===== config.mk =====
export PLATFORM = sky130hd
export DESIGN_NAME = event_fifo_irq
export DESIGN_NICKNAME = d
export VERILOG_FILES = /design/src/rtl/event_fifo_irq.sv
export SDC_FILE = /design/constraint.sdc
export NUM_CORES = 2
export LEC_CHECK = 0
export BUFFER_PORTS_ARGS = -buffer_cell sky130_fd_sc_hd__buf_2
export CAP_MARGIN = 10
export CORE_MARGIN = 2
export CORE_UTILIZATION = 55
export CTS_CLUSTER_DIAMETER = 80
export DETAILED_ROUTE_END_ITERATION = 10
export GPL_TIMING_DRIVEN = 1
export PLACE_DENSITY = 0.7
export SETUP_SLACK_MARGIN = 0.2
export SYNTH_ARGS = -nofsm -noshare
export SYNTH_HDL_FRONTEND = slang
export SYNTH_SLANG_ARGS = --single-unit

===== constraint.sdc =====
create_clock -name clk -period 3.39 [get_ports clk]
set_input_delay 0.339 -clock clk [delete_from_list [all_inputs] [get_ports clk]]
set_output_delay 0.339 -clock clk [all_outputs]
set_load 0.005 [all_outputs]

===== src/rtl/event_fifo_irq.sv =====
// Event FIFO with registered read port, occupancy count and hysteretic occupancy IRQ.
// Optional saturating dropped-write counter is built when EVENT_FIFO_OVF_CNT_EN is defined.
module event_fifo_irq #(
   parameter int DWIDTH = 16,
   parameter int AWIDTH = 8
) (
   input  logic              clk,
   input  logic              rst_n,
   input  logic              fifo_rst_n,
   input  logic              wr_valid,
   input  logic [DWIDTH-1:0] wr_data,
   output logic              wr_ready,
   input  logic              rd_en,
   output logic [DWIDTH-1:0] rd_data,
   output logic              rd_valid,
   output logic [AWIDTH:0]   fifo_numel,
   input  logic [AWIDTH:0]   irq_assert_thresh,
   input  logic [AWIDTH:0]   irq_deassert_thresh,
   output logic              irq,
   output logic [15:0]       ovf_cnt
);

   localparam int              DEPTH      = 1 << AWIDTH;
   localparam logic [AWIDTH:0] FULL_LEVEL = (AWIDTH+1)'(DEPTH);
   localparam logic [AWIDTH:0] ONE_LEVEL  = (AWIDTH+1)'(1);
   localparam logic [AWIDTH-1:0] PTR_ONE  = AWIDTH'(1);

   typedef enum logic {
      IRQ_IDLE,
      IRQ_ASSERTED
   } irq_state_t;

   logic [DWIDTH-1:0] mem [DEPTH];

   logic [AWIDTH-1:0] wr_ptr_reg;
   logic [AWIDTH-1:0] rd_ptr_reg;
   logic [AWIDTH:0]   numel_reg;
   logic [AWIDTH:0]   numel_next;
   logic [DWIDTH-1:0] rd_data_reg;
   logic              rd_valid_reg;
   irq_state_t        irq_state_reg;
   logic              irq_reg;

   logic not_full;
   logic not_empty;
   logic wr_accept;
   logic rd_accept;
   logic irq_disabled;
   logic irq_no_hyst;
   logic above_assert;
   logic below_deassert;

   // Handshake qualifiers depend on registered occupancy only.
   assign not_full   = (numel_reg != FULL_LEVEL);
   assign not_empty  = (numel_reg != '0);
   assign wr_accept  = wr_valid && not_full && fifo_rst_n;
   assign rd_accept  = rd_en && not_empty && fifo_rst_n;

   always_comb begin
      numel_next = numel_reg;
      case ({wr_accept, rd_accept})
         2'b10:   numel_next = numel_reg + ONE_LEVEL;
         2'b01:   numel_next = numel_reg - ONE_LEVEL;
         default: numel_next = numel_reg;
      endcase
   end

   // Storage array kept free of reset so it maps onto block RAM.
   always_ff @(posedge clk) begin
      if (wr_accept) begin
         mem[wr_ptr_reg] <= wr_data;
      end
   end

   always_ff @(posedge clk or negedge rst_n) begin
      if (!rst_n) begin
         wr_ptr_reg   <= '0;
         rd_ptr_reg   <= '0;
         numel_reg    <= '0;
         rd_data_reg  <= '0;
         rd_valid_reg <= 1'b0;
      end else if (!fifo_rst_n) begin
         wr_ptr_reg   <= '0;
         rd_ptr_reg   <= '0;
         numel_reg    <= '0;
         rd_data_reg  <= '0;
         rd_valid_reg <= 1'b0;
      end else begin
         numel_reg    <= numel_next;
         rd_valid_reg <= rd_accept;
         if (wr_accept) begin
            wr_ptr_reg <= wr_ptr_reg + PTR_ONE;
         end
         if (rd_accept) begin
            rd_ptr_reg  <= rd_ptr_reg + PTR_ONE;
            rd_data_reg <= mem[rd_ptr_reg];
         end
      end
   end

   // IRQ decisions use registered occupancy, so irq trails fifo_numel by one cycle.
   assign irq_disabled   = (irq_assert_thresh == '0);
   assign irq_no_hyst    = (irq_deassert_thresh >= irq_assert_thresh);
   assign above_assert   = (numel_reg >= irq_assert_thresh);
   assign below_deassert = (numel_reg <= irq_deassert_thresh);

   always_ff @(posedge clk or negedge rst_n) begin
      if (!rst_n) begin
         irq_state_reg <= IRQ_IDLE;
         irq_reg       <= 1'b0;
      end else if (!fifo_rst_n || irq_disabled) begin
         irq_state_reg <= IRQ_IDLE;
         irq_reg       <= 1'b0;
      end else if (irq_no_hyst) begin
         // Overlapping thresholds would make the FSM oscillate; follow the set level directly.
         irq_state_reg <= above_assert ? IRQ_ASSERTED : IRQ_IDLE;
         irq_reg       <= above_assert;
      end else begin
         case (irq_state_reg)
            IRQ_IDLE: begin
               if (above_assert) begin
                  irq_state_reg <= IRQ_ASSERTED;
                  irq_reg       <= 1'b1;
               end
            end
            IRQ_ASSERTED: begin
               if (below_deassert) begin
                  irq_state_reg <= IRQ_IDLE;
                  irq_reg       <= 1'b0;
               end
            end
            default: begin
               irq_state_reg <= IRQ_IDLE;
               irq_reg       <= 1'b0;
            end
         endcase
      end
   end

`ifdef EVENT_FIFO_OVF_CNT_EN
   logic [15:0] ovf_cnt_reg;

   // Any write attempt while full is dropped and counted, saturating at all-ones.
   always_ff @(posedge clk or negedge rst_n) begin
      if (!rst_n) begin
         ovf_cnt_reg <= '0;
      end else if (!fifo_rst_n) begin
         ovf_cnt_reg <= '0;
      end else if (wr_valid && !not_full && (ovf_cnt_reg != 16'hFFFF)) begin
         ovf_cnt_reg <= ovf_cnt_reg + 16'd1;
      end
   end

   assign ovf_cnt = ovf_cnt_reg;
`else
   assign ovf_cnt = 16'd0;
`endif

   assign wr_ready   = not_full;
   assign rd_data    = rd_data_reg;
   assign rd_valid   = rd_valid_reg;
   assign fifo_numel = numel_reg;
   assign irq        = irq_reg;

endmodule


# Word level (Yosys, flattened, before mapping)

Memory sizes are Yosys's and may differ from the RTL's.
Cells that the tools add are included.

Add/subtract/negate cells: 4
Multipliers: 0
Divide/modulo/power cells: 0
Magnitude comparators: 3
Equal/unequal tests: 8
Shift operators: 0
Mux-type cells: 21
Bitwise logic cells: 1
Reduce and logical (&&, ||, !) cells: 9

Operator list:

| operator                                                               | count |
|---|---|
| 16-bit 2-to-1 mux                                                      | 2 |
| 8-bit 2-to-1 mux                                                       | 4 |
| 9-bit >= comparator                                                    | 2 |
| 9-bit case mux with 2 select lines                                     | 1 |
| 8-bit by 1-bit adder with 8-bit output (second input constant)         | 2 |
| 1-bit 2-to-1 mux                                                       | 11 |
| 9-bit by 1-bit adder with 9-bit output (second input constant)         | 1 |
| 9-bit less-or-equal comparator                                         | 1 |
| 9-bit logical NOT                                                      | 1 |
| 9-bit 2-to-1 mux                                                       | 1 |
| 9-bit != test (second input constant)                                  | 1 |
| 9-bit nonzero test                                                     | 1 |
| 9-bit by 1-bit subtractor with 9-bit output (second input constant)    | 1 |
| 1-bit logical AND                                                      | 4 |
| 2-bit by 1-bit != test with 1-bit output (second input constant)       | 2 |
| 4-bit by 1-bit != test with 1-bit output (second input constant)       | 1 |
| 4-bit != test (second input constant)                                  | 1 |
| 1-bit case mux with 2 select lines                                     | 2 |
| 3-bit by 1-bit != test with 1-bit output (second input constant)       | 1 |
| 2-bit by 1-bit equality test with 1-bit output (second input constant) | 1 |
| 2-bit equality test (second input constant)                            | 1 |
| 2-bit AND reduction                                                    | 1 |
| 1-bit logical NOT                                                      | 1 |
| 1-bit logical OR                                                       | 1 |
| 1-bit inverter                                                         | 1 |

Register bits after elaboration: 44
Latch bits: 0
Bits in writable memories: 4096
Memory bits (read-only): 0
Input port bits: 39
Output and inout port bits: 44
Word-level logic and storage cells: 54
Memories kept: 1

Memories:

| memory | depth | width | read ports | clocked after Yosys merged registers in | wr ports | line | text |
|---|---|---|---|---|---|---|---|
| mem    | 256   | 16    | 1          | 0                                       | 1        | 33   | `logic [DWIDTH-1:0] mem [DEPTH];` |

# Longest topological paths before layout

Depth in word-level cells: 6
Gate-level depth with buffers: 13
Mapped depth without buffers: 12

# Least setup slack after synthesis

OpenSTA, ideal clock, no wires.

Path kind: reg-to-reg
From: register numel_reg[0], in the netlist fifo_numel[0]
To: register numel_reg[8], in the netlist fifo_numel[8]
Setup time: 0.120 ns
Arrival: 3.365 ns
Required time: 3.270 ns
Path slack: -0.095 ns
Cell stages (with the launch flop): 14
Cell sequence: dfrtp_1 nor4_1 nand3_1 nand3_1 clkbuf_1 nor2_1 fa_1 a21o_1 a21oi_1 o21bai_1 a2111oi_0 o21ai_0 a21oi_1 and3b_1

Longest elaborated chain between the ends: 6

Ends and longest elaborated chain:

| element                                                                             | line | text |
|---|---|---|
| start: declaration                                                                  | 37   | `logic [AWIDTH:0] numel_reg;` |
| start signal: assignment                                                            | 89   | `numel_reg <= numel_next;` |
| branches (longest 6 deep; another with 9-bit by 1-bit subtractor with 9-bit output) | -    |  |

Parallel ways; which one is timed is not known.
A chain may end at the register's enable or synchronous reset.

# Final worst setup path

From: register numel_reg[8], in the netlist fifo_numel[8]
To: register rd_data_reg[3], in the netlist rd_data[3]

Longest elaborated chain between the ends: 4

Ends and longest elaborated chain:

| element                                                   | line | text |
|---|---|---|
| 9-bit nonzero test                                        | 55   | `assign not_empty = (numel_reg != '0);` |
| 1-bit logical AND (2 in a row)                            | 57   | `assign rd_accept = rd_en && not_empty && fifo_rst_n;` |
| 2-bit by 1-bit != test with 1-bit output (no source line) | -    |  |
| end signal: assignment                                    | 96   | `rd_data_reg <= mem[rd_ptr_reg];` |
| end: declaration                                          | 39   | `logic [DWIDTH-1:0] rd_data_reg;` |

No other way between the ends.

==> impl_metrics.json <==
{
  "layout_commonest_cell": "edfxtp_1",
  "sequential_share_of_the_synthesized_area": 0.768,
  "dp_hpwl_um": 298000,
  "numClockSinks": 4140,
  "per_cell_via_count_in_the_routed_design": 6.76,
  "die_area_um2": 298000,
  "end_kind": "flop",
  "report.final.slew_viol_count": 0,
  "clock_path_buffers": 4,
  "global_route_wire_length_before_repair_um": 672000,
  "largest_net_degree_at_the_start_of_global_routing": 150,
  "synth-warning-count": 0,
  "final_cell_mix": "4096 x edfxtp_1, 814 x buf_4, 802 x mux4_2",
  "power_density_nw_per_um2": 657,
  "routed_wirelength_um": 482000,
  "nNetsFinal": 8844,
  "synthesis.instances": 7722,
  "slowest_stage": "a31oi_1",
  "ioPinCount": 83,
  "antenna_violating_nets_post_route": 0,
  "violated_checks": "negative setup slack",
  "min-delay-path-class": "input port to flop",
  "grt_antenna_before_repair": 28,
  "count_of_placed_standard_cells_in_the_final_layout_fillers_left_out": 13053,
  "drive_above_1_share": 0.296,
  "timing.clock.skew_ns": 0.0880,
  "leakage_nw": 59.9,
  "setup_viol": 1,
  "fmax_ghz": 0.295,
  "multi_input_area_um2": 35200,
  "initial_utilization": 0.552,
  "routabilityCongestion": 0.954,
  "ff_latch_area_um2": 124000,
  "post-place-cells": 12215,
  "avgSynthCellArea_um2": 20.9,
  "setup_slack_ns": -0.00351,
  "worst-path-buf-inv": 3,
  "route.vias.total": 88287,
  "insertion_delay_ns": 1.00,
  "grt_pass1_vias": 86711,
  "cts.reportedPaths.clkPinSlew_ns": 0.07,
  "synthFlopType": "edfxtp_1",
  "final_hold_viol_count": 0,
  "coreArea_um2": 293000,
  "max_ffs_per_register": 4096,
  "synth_top_cells_by_area": "edfxtp_1 76%, mux4_2 11%, mux2i_1 3.3%, o221ai_1 0.98%, nor2_1 0.82%",
  "drt_first_pass_iters": 8,
  "critPathRequiredTime_ns": 4.32,
  "timing.critical_path.slowest_cell_delay_ns": 0.53,
  "fill_cells": 19028,
  "cts_tree": "yes",
  "synth_top_area_share": 0.761,
  "area_growth_syn_to_layout_pct": 16.5,
  "die_height_um": 546,
  "kind_of_start_point_of_the_critical_path": "flop",
  "ys_ff_latch": 4140,
  "drt_first_iter_violations": 14742,
  "critical_setup_path_class": "flop to flop",
  "grt_use_total": 0.321,
  "clock-root-buffer": "clkbuf_16",
  "cts-htree-levels": 5,
  "setup_repair_after_global_routing_missed_its_margin": "yes",
  "input_output_buffers": 66,
  "place_worst_setup_slack_ns": -0.486,
  "globalRouteOverflowTotal": 0,
  "timing.max_slew.rel_slack": 0.0817,
  "chipWidth_um": 546,
  "remaining_routing_drc_violations": 0,
  "critPathArrivalTime_ns": 4.32,
  "netlist_area_um2": 162000,
  "cap_viol_max_count": 0,
  "layout_min_cycle_time_ns": 3.39,
  "placement_rows": 199,
  "fin_worst_hold_slack_ns": 0.00882,
  "yosysTopAreaCell": "edfxtp_1",
  "cpLargestDelayFamily": "simple AND/OR/NAND/NOR gates",
  "async_flop_share": 0.0106,
  "path_max_fanout": 11,
  "synth.distinct_cells": 78,
  "maximum_ir_drop_on_the_vdd_rail_uv": 509,
  "cts_buffers": 404,
  "worst-slew-pin-transition_ns": 1.38,
  "synth-edff-count": 4096,
  "status": "complete, but fails checks",
  "worstPathCellList": "inv_1, nand3_2, nand3_2, buf_4, inv_1, nand2_1, a31oi_1, nand2_1, nor3_2, a211o_1",
  "mean_routed_wirelength_per_cell_um": 36.9,
  "final_cycle_share": 1.00
}
[metal layers]
layer	global-route usage	part of all wire	routed length, um
met2	0.481	0.45	219000
met4	0.163	0.060	29000
met5	0	0.00017	80
met3	0.0902	0.14	65300
met1	0.436	0.35	169000
[power by group]
group / internal [W] / switching [W] / total (W)
logic: 0.0106 / 0.0118 / 0.0224
clock network: 0.0249 / 0.0195 / 0.0444
registers: 0.0564 / 0.000454 / 0.0569
[cell families (layout without fill, tap and decap cells)]
kind of cell,Yosys count,count (layout),share of synthesized area
and+or+nand+nor,776,776,0.0211
xor gates and xnor gates,21,21,0.00114
muxes,1372,1372,0.148
adders and majority gates,40,40,0.00314
AOI/OAI and AO/OA,871,871,0.0380
DFF,4140,4140,0.768
other,1,38,0.0000232
buffers and inverters,501,1876,0.0209
[worst reg2reg max path, stage by stage, from the launching register on]
cell and delay, ns:
dfrtp_1 0.52, inv_1 0.15, nand3_2 0.13, nand3_2 0.12, buf_4 0.30, inv_1 0.19, nand2_1 0.48, a31oi_1 0.54
nand2_1 0.33, nor3_2 0.47, a211o_1 0.15
[what timing repair did]
item,4_1_cts,5_1_grt
hold buffers,9,0
resized for setup,134,55
endpoints found under the hold margin,157,0
cloned,10,1
setup buffers,33,9
setup endpoints to repair,17,34
pin swaps,10,16
[cell usage after synthesis (29+ instances only)]
cell type,n
o21ai_0,75
mux4_2,802
nand3_1,62
buf_2,112
nor2_1,354
mux2i_1,537
ha_1,39
inv_1,29
o221ai_1,181
buf_6,65
clkbuf_1,162
and2_1,35
nor3_1,71
nand2_1,161
a22oi_1,87
a21oi_1,160
edfxtp_1,4096
buf_8,34
o22ai_1,144
buf_4,51
dfrtp_1,44
[worst paths after layout]
check	startpoint	cells past startpoint	slack, ns	end
max	fifo_numel[8]$_DFFE_PN0P_	10	-0.004	rd_data[3]$_DFFE_PN0P_
min	wr_data[8]	1	0.009	mem[121][8]$_DFFE_PP_
max reg2reg	fifo_numel[8]$_DFFE_PN0P_	10	-0.004	rd_data[3]$_DFFE_PN0P_
min reg2reg	irq_state_reg$_DFF_PN0_	1	0.47	irq$_DFFE_PN0P_
max in group asynchronous	rst_n	4	2.14	rd_ptr_reg[5]$_DFFE_PN0P_
min in group asynchronous	rst_n	2	0.20	fifo_numel[2]$_DFFE_PN0P_
[final cells by class]
class                   count  area share
flip-flops and latches   4140       0.659
well taps                3919      0.0260
clock inverters           259      0.0137
inverters                  32    0.000764
diodes                     22    0.000292
multi-input cells        3096       0.187
repair buffers           1091      0.0573
clock buffers             494      0.0557
[through the flow]
step                      power [W]  setup TNS (ns)  instance area, um2   util
after global placement       0.0784           -2.11              173000  0.592
after floorplan              0.0713               0              162000      -
final                         0.124        -0.00351              188000  0.643
after CTS                     0.123               0              188000  0.641
after detailed placement     0.0786           -2.03              173000  0.592
after global routing          0.127               0              188000  0.643
Power figures use the tool's default switching activity.
